[src/rtl/cond_issue_gate.sv]
// cond_issue_gate: registered multi-lane ARM condition evaluator between
// decode and execute. Holds the architectural NZCV flags, counts in-flight
// flag setters, and either stalls or splits an issue group when a lane
// would read stale flags.
//
// Optional feature macro: COND_BYPASS_EN. When defined, a flag write
// retiring this cycle is forwarded into condition evaluation and the
// pending count, so a waiting lane issues in the same cycle as the write.
//
// Ports:
//   clk, reset          clock, asynchronous active-high reset
//   in_valid/in_ready   input group handshake
//   in_inst             LANES x 32-bit instruction words (cond = [31:28])
//   in_lane_en          lanes carrying a real instruction
//   in_sets_flags       lanes that will later write NZCV
//   flag_wr/flag_nzcv   a flag setter retires with {N,Z,C,V}
//   out_valid/out_ready output piece handshake
//   out_lane_vld        lanes present in the output piece
//   out_inst            output instructions, absent lanes read zero
//   out_pass            resolved condition result per lane
//   cpsr_flags          architectural NZCV
//   pending             in-flight flag setter count
module cond_issue_gate #(
  parameter int unsigned LANES      = 2,
  parameter int unsigned PEND_DEPTH = 3,
  parameter int unsigned PW         = $clog2(PEND_DEPTH + 1)
) (
  input  logic                  clk,
  input  logic                  reset,
  input  logic                  in_valid,
  output logic                  in_ready,
  input  logic [32*LANES-1:0]   in_inst,
  input  logic [LANES-1:0]      in_lane_en,
  input  logic [LANES-1:0]      in_sets_flags,
  input  logic                  flag_wr,
  input  logic [3:0]            flag_nzcv,
  output logic                  out_valid,
  input  logic                  out_ready,
  output logic [LANES-1:0]      out_lane_vld,
  output logic [32*LANES-1:0]   out_inst,
  output logic [LANES-1:0]      out_pass,
  output logic [3:0]            cpsr_flags,
  output logic [PW-1:0]         pending
);

  typedef enum logic {RUN, SPLIT} state_t;

  state_t                state, state_n;
  logic [32*LANES-1:0]   res_inst, res_inst_n;
  logic [LANES-1:0]      res_en, res_en_n;
  logic [LANES-1:0]      res_sf, res_sf_n;
  logic                  out_valid_n;
  logic [LANES-1:0]      out_lane_vld_n;
  logic [32*LANES-1:0]   out_inst_n;
  logic [LANES-1:0]      out_pass_n;
  logic [3:0]            cpsr_flags_n;
  logic [PW-1:0]         pending_n;

  // Candidate group and per-lane decisions
  logic [32*LANES-1:0]   cand_inst;
  logic [LANES-1:0]      cand_en, cand_sf;
  logic [3:0]            eff_flags;
  logic [PW-1:0]         eff_pend, pend_dec;
  logic [LANES-1:0]      hz, emit, keep, pass_vec;
  logic                  lower_sf, hit, head_hz, fits, loadable, go, advance;
  logic [3:0]            lane_cond;
  int unsigned           set_cnt, pend_inc;

  // ARM condition table over {N,Z,C,V}
  function automatic logic cond_pass(input logic [3:0] cond, input logic [3:0] f);
    logic n, z, c, v;
    n = f[3];
    z = f[2];
    c = f[1];
    v = f[0];
    case (cond)
      4'h0: cond_pass = z;
      4'h1: cond_pass = ~z;
      4'h2: cond_pass = c;
      4'h3: cond_pass = ~c;
      4'h4: cond_pass = n;
      4'h5: cond_pass = ~n;
      4'h6: cond_pass = v;
      4'h7: cond_pass = ~v;
      4'h8: cond_pass = c & ~z;
      4'h9: cond_pass = ~c | z;
      4'hA: cond_pass = (n == v);
      4'hB: cond_pass = (n != v);
      4'hC: cond_pass = ~z & (n == v);
      4'hD: cond_pass = z | (n != v);
      4'hE: cond_pass = 1'b1;
      default: cond_pass = 1'b0;
    endcase
  endfunction

  // State and datapath registers
  always_ff @(posedge clk or posedge reset) begin
    if (reset) begin
      state        <= RUN;
      res_inst     <= '0;
      res_en       <= '0;
      res_sf       <= '0;
      out_valid    <= 1'b0;
      out_lane_vld <= '0;
      out_inst     <= '0;
      out_pass     <= '0;
      cpsr_flags   <= 4'b0000;
      pending      <= '0;
    end else begin
      state        <= state_n;
      res_inst     <= res_inst_n;
      res_en       <= res_en_n;
      res_sf       <= res_sf_n;
      out_valid    <= out_valid_n;
      out_lane_vld <= out_lane_vld_n;
      out_inst     <= out_inst_n;
      out_pass     <= out_pass_n;
      cpsr_flags   <= cpsr_flags_n;
      pending      <= pending_n;
    end
  end

  // Next-state, piece formation and handshake
  always_comb begin
    state_n        = state;
    res_inst_n     = res_inst;
    res_en_n       = res_en;
    res_sf_n       = res_sf;
    out_valid_n    = out_valid;
    out_lane_vld_n = out_lane_vld;
    out_inst_n     = out_inst;
    out_pass_n     = out_pass;
    cpsr_flags_n   = cpsr_flags;
    hz             = '0;
    emit           = '0;
    keep           = '0;
    pass_vec       = '0;
    lower_sf       = 1'b0;
    hit            = 1'b0;
    set_cnt        = 0;
    lane_cond      = 4'h0;

    pend_dec = (flag_wr && (pending != '0)) ? pending - PW'(1) : pending;
`ifdef COND_BYPASS_EN
    eff_flags = flag_wr ? flag_nzcv : cpsr_flags;
    eff_pend  = pend_dec;
`else
    eff_flags = cpsr_flags;
    eff_pend  = pending;
`endif

    cand_inst = (state == SPLIT) ? res_inst : in_inst;
    cand_en   = (state == SPLIT) ? res_en   : in_lane_en;
    cand_sf   = (state == SPLIT) ? res_sf   : in_sets_flags;

    // Lanes before the first hazard are emitted; from it onward they are kept
    for (int i = 0; i < int'(LANES); i++) begin
      lane_cond   = cand_inst[32*i+28 +: 4];
      pass_vec[i] = cond_pass(lane_cond, eff_flags);
      hz[i]       = cand_en[i] && (lane_cond < 4'hE) && ((eff_pend != '0) || lower_sf);
      if (cand_en[i] && cand_sf[i]) lower_sf = 1'b1;
      if (hz[i]) hit = 1'b1;
      if (hit) keep[i] = cand_en[i];
      else     emit[i] = cand_en[i];
    end
    for (int i = 0; i < int'(LANES); i++) begin
      set_cnt = set_cnt + 32'(emit[i] & cand_sf[i]);
    end

    // A hazard with nothing emitted means the lowest enabled lane is stuck
    head_hz  = hit && (emit == '0);
    fits     = (32'(eff_pend) + set_cnt) <= PEND_DEPTH;
    loadable = !out_valid || out_ready;
    go       = loadable && !head_hz && fits;
    in_ready = (state == RUN) && go && !reset;
    advance  = (state == RUN) ? (in_valid && in_ready) : go;
    pend_inc = advance ? set_cnt : 0;

    case (state)
      RUN:     if (advance && hit) state_n = SPLIT;
      SPLIT:   if (advance && !hit) state_n = RUN;
      default: state_n = RUN;
    endcase

    if (advance) begin
      res_inst_n = hit ? cand_inst : '0;
      res_en_n   = keep;
      res_sf_n   = hit ? cand_sf : '0;
    end

    // Output register: load a non-empty piece, otherwise drain on consume
    if (advance && (emit != '0)) begin
      out_valid_n    = 1'b1;
      out_lane_vld_n = emit;
      out_pass_n     = emit & pass_vec;
      for (int i = 0; i < int'(LANES); i++) begin
        out_inst_n[32*i +: 32] = emit[i] ? cand_inst[32*i +: 32] : 32'h0;
      end
    end else if (out_ready) begin
      out_valid_n    = 1'b0;
      out_lane_vld_n = '0;
      out_inst_n     = '0;
      out_pass_n     = '0;
    end

    if (flag_wr) cpsr_flags_n = flag_nzcv;
    pending_n = PW'(32'(pend_dec) + pend_inc);
  end

endmodule

[config.mk]
export PLATFORM = sky130hd
export DESIGN_NAME = cond_issue_gate
export DESIGN_NICKNAME = d
export VERILOG_FILES = /design/src/rtl/cond_issue_gate.sv
export SDC_FILE = /design/constraint.sdc
export NUM_CORES = 1
export LEC_CHECK = 0
export BUFFER_PORTS_ARGS = -buffer_cell sky130_fd_sc_hd__buf_2
export CAP_MARGIN = 20
export CORE_MARGIN = 4
export CORE_UTILIZATION = 45
export CTS_CLUSTER_DIAMETER = 200
export DETAILED_ROUTE_END_ITERATION = 8
export GPL_ROUTABILITY_DRIVEN = 0
export MAX_ROUTING_LAYER = met4
export PLACE_DENSITY = 0.76
export SLEW_MARGIN = 40
export SYNTH_ARGS = -nofsm -noshare
export SYNTH_HDL_FRONTEND = slang
export SYNTH_SLANG_ARGS = --single-unit
[constraint.sdc]
create_clock -name clk -period 9 [get_ports clk]
set_input_delay 0.9 -clock clk [delete_from_list [all_inputs] [get_ports clk]]
set_output_delay 0.9 -clock clk [all_outputs]
set_load 0.005 [all_outputs]
==> run_results.csv <==
group,metric,value,unit
status,status,"completed",
sta,finalHoldViolations,0,
detailed_routing,vias_per_cell,5.83,
place,dpl.hpwl,10700,um
synthesis,synth_area,6520,um2
sta,max_freq,0.172,GHz
cells_and_area,utilization,56.5,%
worst_setup_path,worstReg2RegEnd,"out_lane_vld[1]$_DFFE_PP0P_",
cells_and_area,post_route_cells_drive_above_1_share,37.1,%
synthesis,async_flop_share,100,%
flow_run,drv_cap,0,
synthesis,syn_avg_cell_area,13.5,um2
worst_setup_path,critPathRequiredTime,9.31,ns
clocking,htreeDepth,4,
synthesis,yosys.area.top_type,"dfrtp_1",
synthesis,synthFlopType,"dfrtp_1",
sta,worstMarginPinSlew,0.718,ns
min_path,min_path_type,"flop to flop",
synthesis,synth_edf_count,0,
worst_setup_path,path_class,"flop to flop",
cells_and_area,fillers,1168,
global_routing,grt_pass1_wl,26600,um
sta,slew_headroom,51.2,%
clocking,insertion_delay,0.42,ns
die,dieArea,16500,um2
clocking,cts_setup_buffers,0,
synthesis,synth.net_count,565,
worst_setup_path,cpPeakStageDelay,0.61,ns
synthesis,yosys_register_bits,144,
cells_and_area,multi_input_area,2680,um2
global_routing,grt_pass1_vias,5027,
clocking,cts.clk_slew.worst_paths,0.06,ns
place,placement.io_buffers,152,
synthesis,synth_cell_type_count,51,
detailed_routing,totalWireLength,16500,um
synthesis,seq_area_frac_synth,55.3,%
clocking,cts_resized,0,
detailed_routing,num_vias,4765,
cells_and_area,ff_latch_area,3610,um2
min_path,holdCritStartpoint,"out_lane_vld[0]$_DFFE_PP0P_",
cells_and_area,area_growth,21.7,%
synthesis,synth.top_cell.area_share,55.3,%
place,placed_area,7350,um2
detailed_routing,drt_iter0_markers,364,
worst_setup_path,arrival,6.13,ns
sta,min_period,5.82,ns
worst_setup_path,rrSetupSlack,3.18,ns
die,initial_core_util,46.4,%
global_routing,grt-ovfl-total,0,
place,pre_cts_slack,3.02,ns
sta,maxSlewViolCount,0,
pwr,total_leakage_power,3.80,nW
global_routing,grtUsageTotal,21.1,%
sta,period_share,64.7,%
pwr,irDropWorstVdd,0.148,mV
clocking,cts_tree,"built",
synthesis,yosysWarnings,0,
die,core,14000,um2
sta,setup_viol_count_final,0,
sta,tns,0,ns
min_path,hold_depth,1,
detailed_routing,antenna_left,0,
min_path,min_to,"out_lane_vld[0]$_DFFE_PP0P_",
worst_setup_path,r2r_cells,16,
worst_setup_path,crit_path_start_kind,"flop",
detailed_routing,drtPass1Iterations,4,
clocking,cts_root_buf,"clkbuf_16",
pwr,cellPowerDensity,270,nW/um2
worst_setup_path,worstPathCellList,"buf_12, buf_4, nand3_1, o211ai_1, o311ai_4, and2_4, and3_1, ha_1, ha_1, fa_1, a211oi_2, and2_2, nand3_4, and3_2, buf_4, a21bo_2",
detailed_routing,wl_per_cell,20.2,um
clocking,cts_buffer_depth,2,
die,row_count,43,
worst_setup_path,cp-end-kind,"flop",
worst_setup_path,cp_max_fo,44,
synthesis,synthTopCellsByArea,"dfrtp_1, mux2i_1, a22o_1",
global_routing,grt_max_degree,84,
sta,rsz0062_at_grt,"no",
worst_setup_path,slowest_stage,"dfrtp_4",
die,io_pins,153,
clocking,cts_buffers,17,
sta,setup_ws,3.18,ns
cells_and_area,final_area,7940,um2
die,die_x,128,um
die,die_h,128,um
global_routing,antenna_found_initial,1,
clocking,clock-sinks,144,
clocking,cts_hold_buf,0,
synthesis,synthCells,483,
detailed_routing,drc_errors,0,
sta,finalClockSkew,0.0105,ns
cells_and_area,nets,705,
[critical path, delay by kind of cell, from the launching register on]
family | cells | cell delay, ns
fa+ha+maj | 3 | 0.94
flops | 1 | 0.61
compound gates | 4 | 1.14
simple gates | 6 | 1.79
buf+inv | 3 | 1.17
[through the flow]
step,hold WS [ns],cells,total power [W]
5_1_grt,0.492,817,0.00225
2_1_floorplan,0.441,483,0.00131
3_3_place_gp,0.454,783,0.00145
4_1_cts,0.475,815,0.00215
6_report,0.475,817,0.00214
3_5_place_dp,0.462,783,0.00148
[flip-flops by register name, indices dropped and copies added (netlist names), named ones only]
| name | cells |
|---|---|
| cpsr_flags | 4 |
| out_lane_vld | 2 |
| out_valid | 1 |
| out_inst | 64 |
| res_inst | 64 |
| res_en | 2 |
| res_sf | 2 |
| pending | 2 |
| out_pass | 2 |
[layout by cell type (no fill, tap or decap), types with 2 or more instances in the layout]
cell type / Yosys / routed
a22o_1: 58 / 58
clkinv_2: 0 / 9
a32o_1: 2 / 2
inv_1: 9 / 8
clkbuf_8: 0 / 4
xor2_1: 2 / 2
o21ai_0: 9 / 9
mux2i_1: 64 / 63
o2bb2ai_2: 20 / 20
nand4_1: 2 / 2
a21oi_1: 5 / 5
nand3_1: 3 / 2
nor2_1: 4 / 4
nand3_4: 1 / 2
nand2b_1: 6 / 6
mux2i_2: 2 / 3
clkbuf_16: 0 / 17
ha_1: 4 / 4
nand3b_1: 2 / 2
xnor2_1: 4 / 4
buf_2: 13 / 152
mux2_2: 5 / 5
dfrtp_1: 144 / 143
o2bb2ai_1: 45 / 45
a31oi_1: 3 / 3
buf_4: 4 / 4
nor2b_1: 4 / 4
o21ai_1: 5 / 4
o211ai_1: 2 / 2
nand2_1: 18 / 18
[how the worst max path moves through the flow]
stage / end / slack (ns) / cells past startpoint
global route: out_lane_vld[1]$_DFFE_PP0P_ / 2.89 / 16
CTS: out_lane_vld[1]$_DFFE_PP0P_ / 2.99 / 15
floorplan: asynchronous set/reset pin / 4.23 / 1
detailed placement: out_lane_vld[1]$_DFFE_PP0P_ / 3.02 / 15
finish: out_lane_vld[1]$_DFFE_PP0P_ / 3.18 / 16
global placement: out_lane_vld[1]$_DFFE_PP0P_ / 2.92 / 14
[power by group]
part / total [W] / switching (W) / internal (W)
logic: 0.000548 / 0.000290 / 0.000259
registers: 0.000930 / 0.000118 / 0.000812
clock network: 0.000661 / 0.000263 / 0.000397
total: 0.00214 / 0.000671 / 0.00147
[synth_stat cells, types with 2 or more instances]
master,count
nor2_1,4
o21ai_1,5
o211ai_1,2
nand3_1,3
nand2b_1,6
and3_1,2
buf_6,8
dfrtp_1,144
o21ai_0,9
a21oi_1,5
a32o_1,2
nand3b_1,2
o2bb2ai_1,45
a22o_1,58
mux2_2,5
mux2i_2,2
nand4_1,2
ha_1,4
clkbuf_1,12
buf_2,13
mux2i_1,64
buf_4,4
inv_1,9
xnor2_1,4
xor2_1,2
nor2b_1,4
a31oi_1,3
nand2_1,18
o2bb2ai_2,20
[kinds of logic after synthesis]
logic type      share of synthesized area (%)
mux                                      11.7
flops                                    55.3
xor+xnor                                0.806
buf+inv                                  4.05
fa+ha+maj                                1.07
compound gates                           22.4
simple gates                             4.74
[per-layer routing]
layer  GRT usage [%]  vias up  share of wire (%)
met5               -        -                  0
met4            6.37        0                1.1
met3            7.18       21                8.2
met2            31.6      170                 47
met1            27.4     2460                 44
li1                -     2114                  -
[area by class of cell]
cell class	count	area share [%]
repair buffers	158	10.4
flip-flops and latches	144	45.4
clock buffers	20	5.88
multi-input cells	293	33.8
inverters	9	0.489
diodes	1	0.0315
well taps	180	2.84
clock inverters	12	1.15
Power figures use the tool's default switching activity.
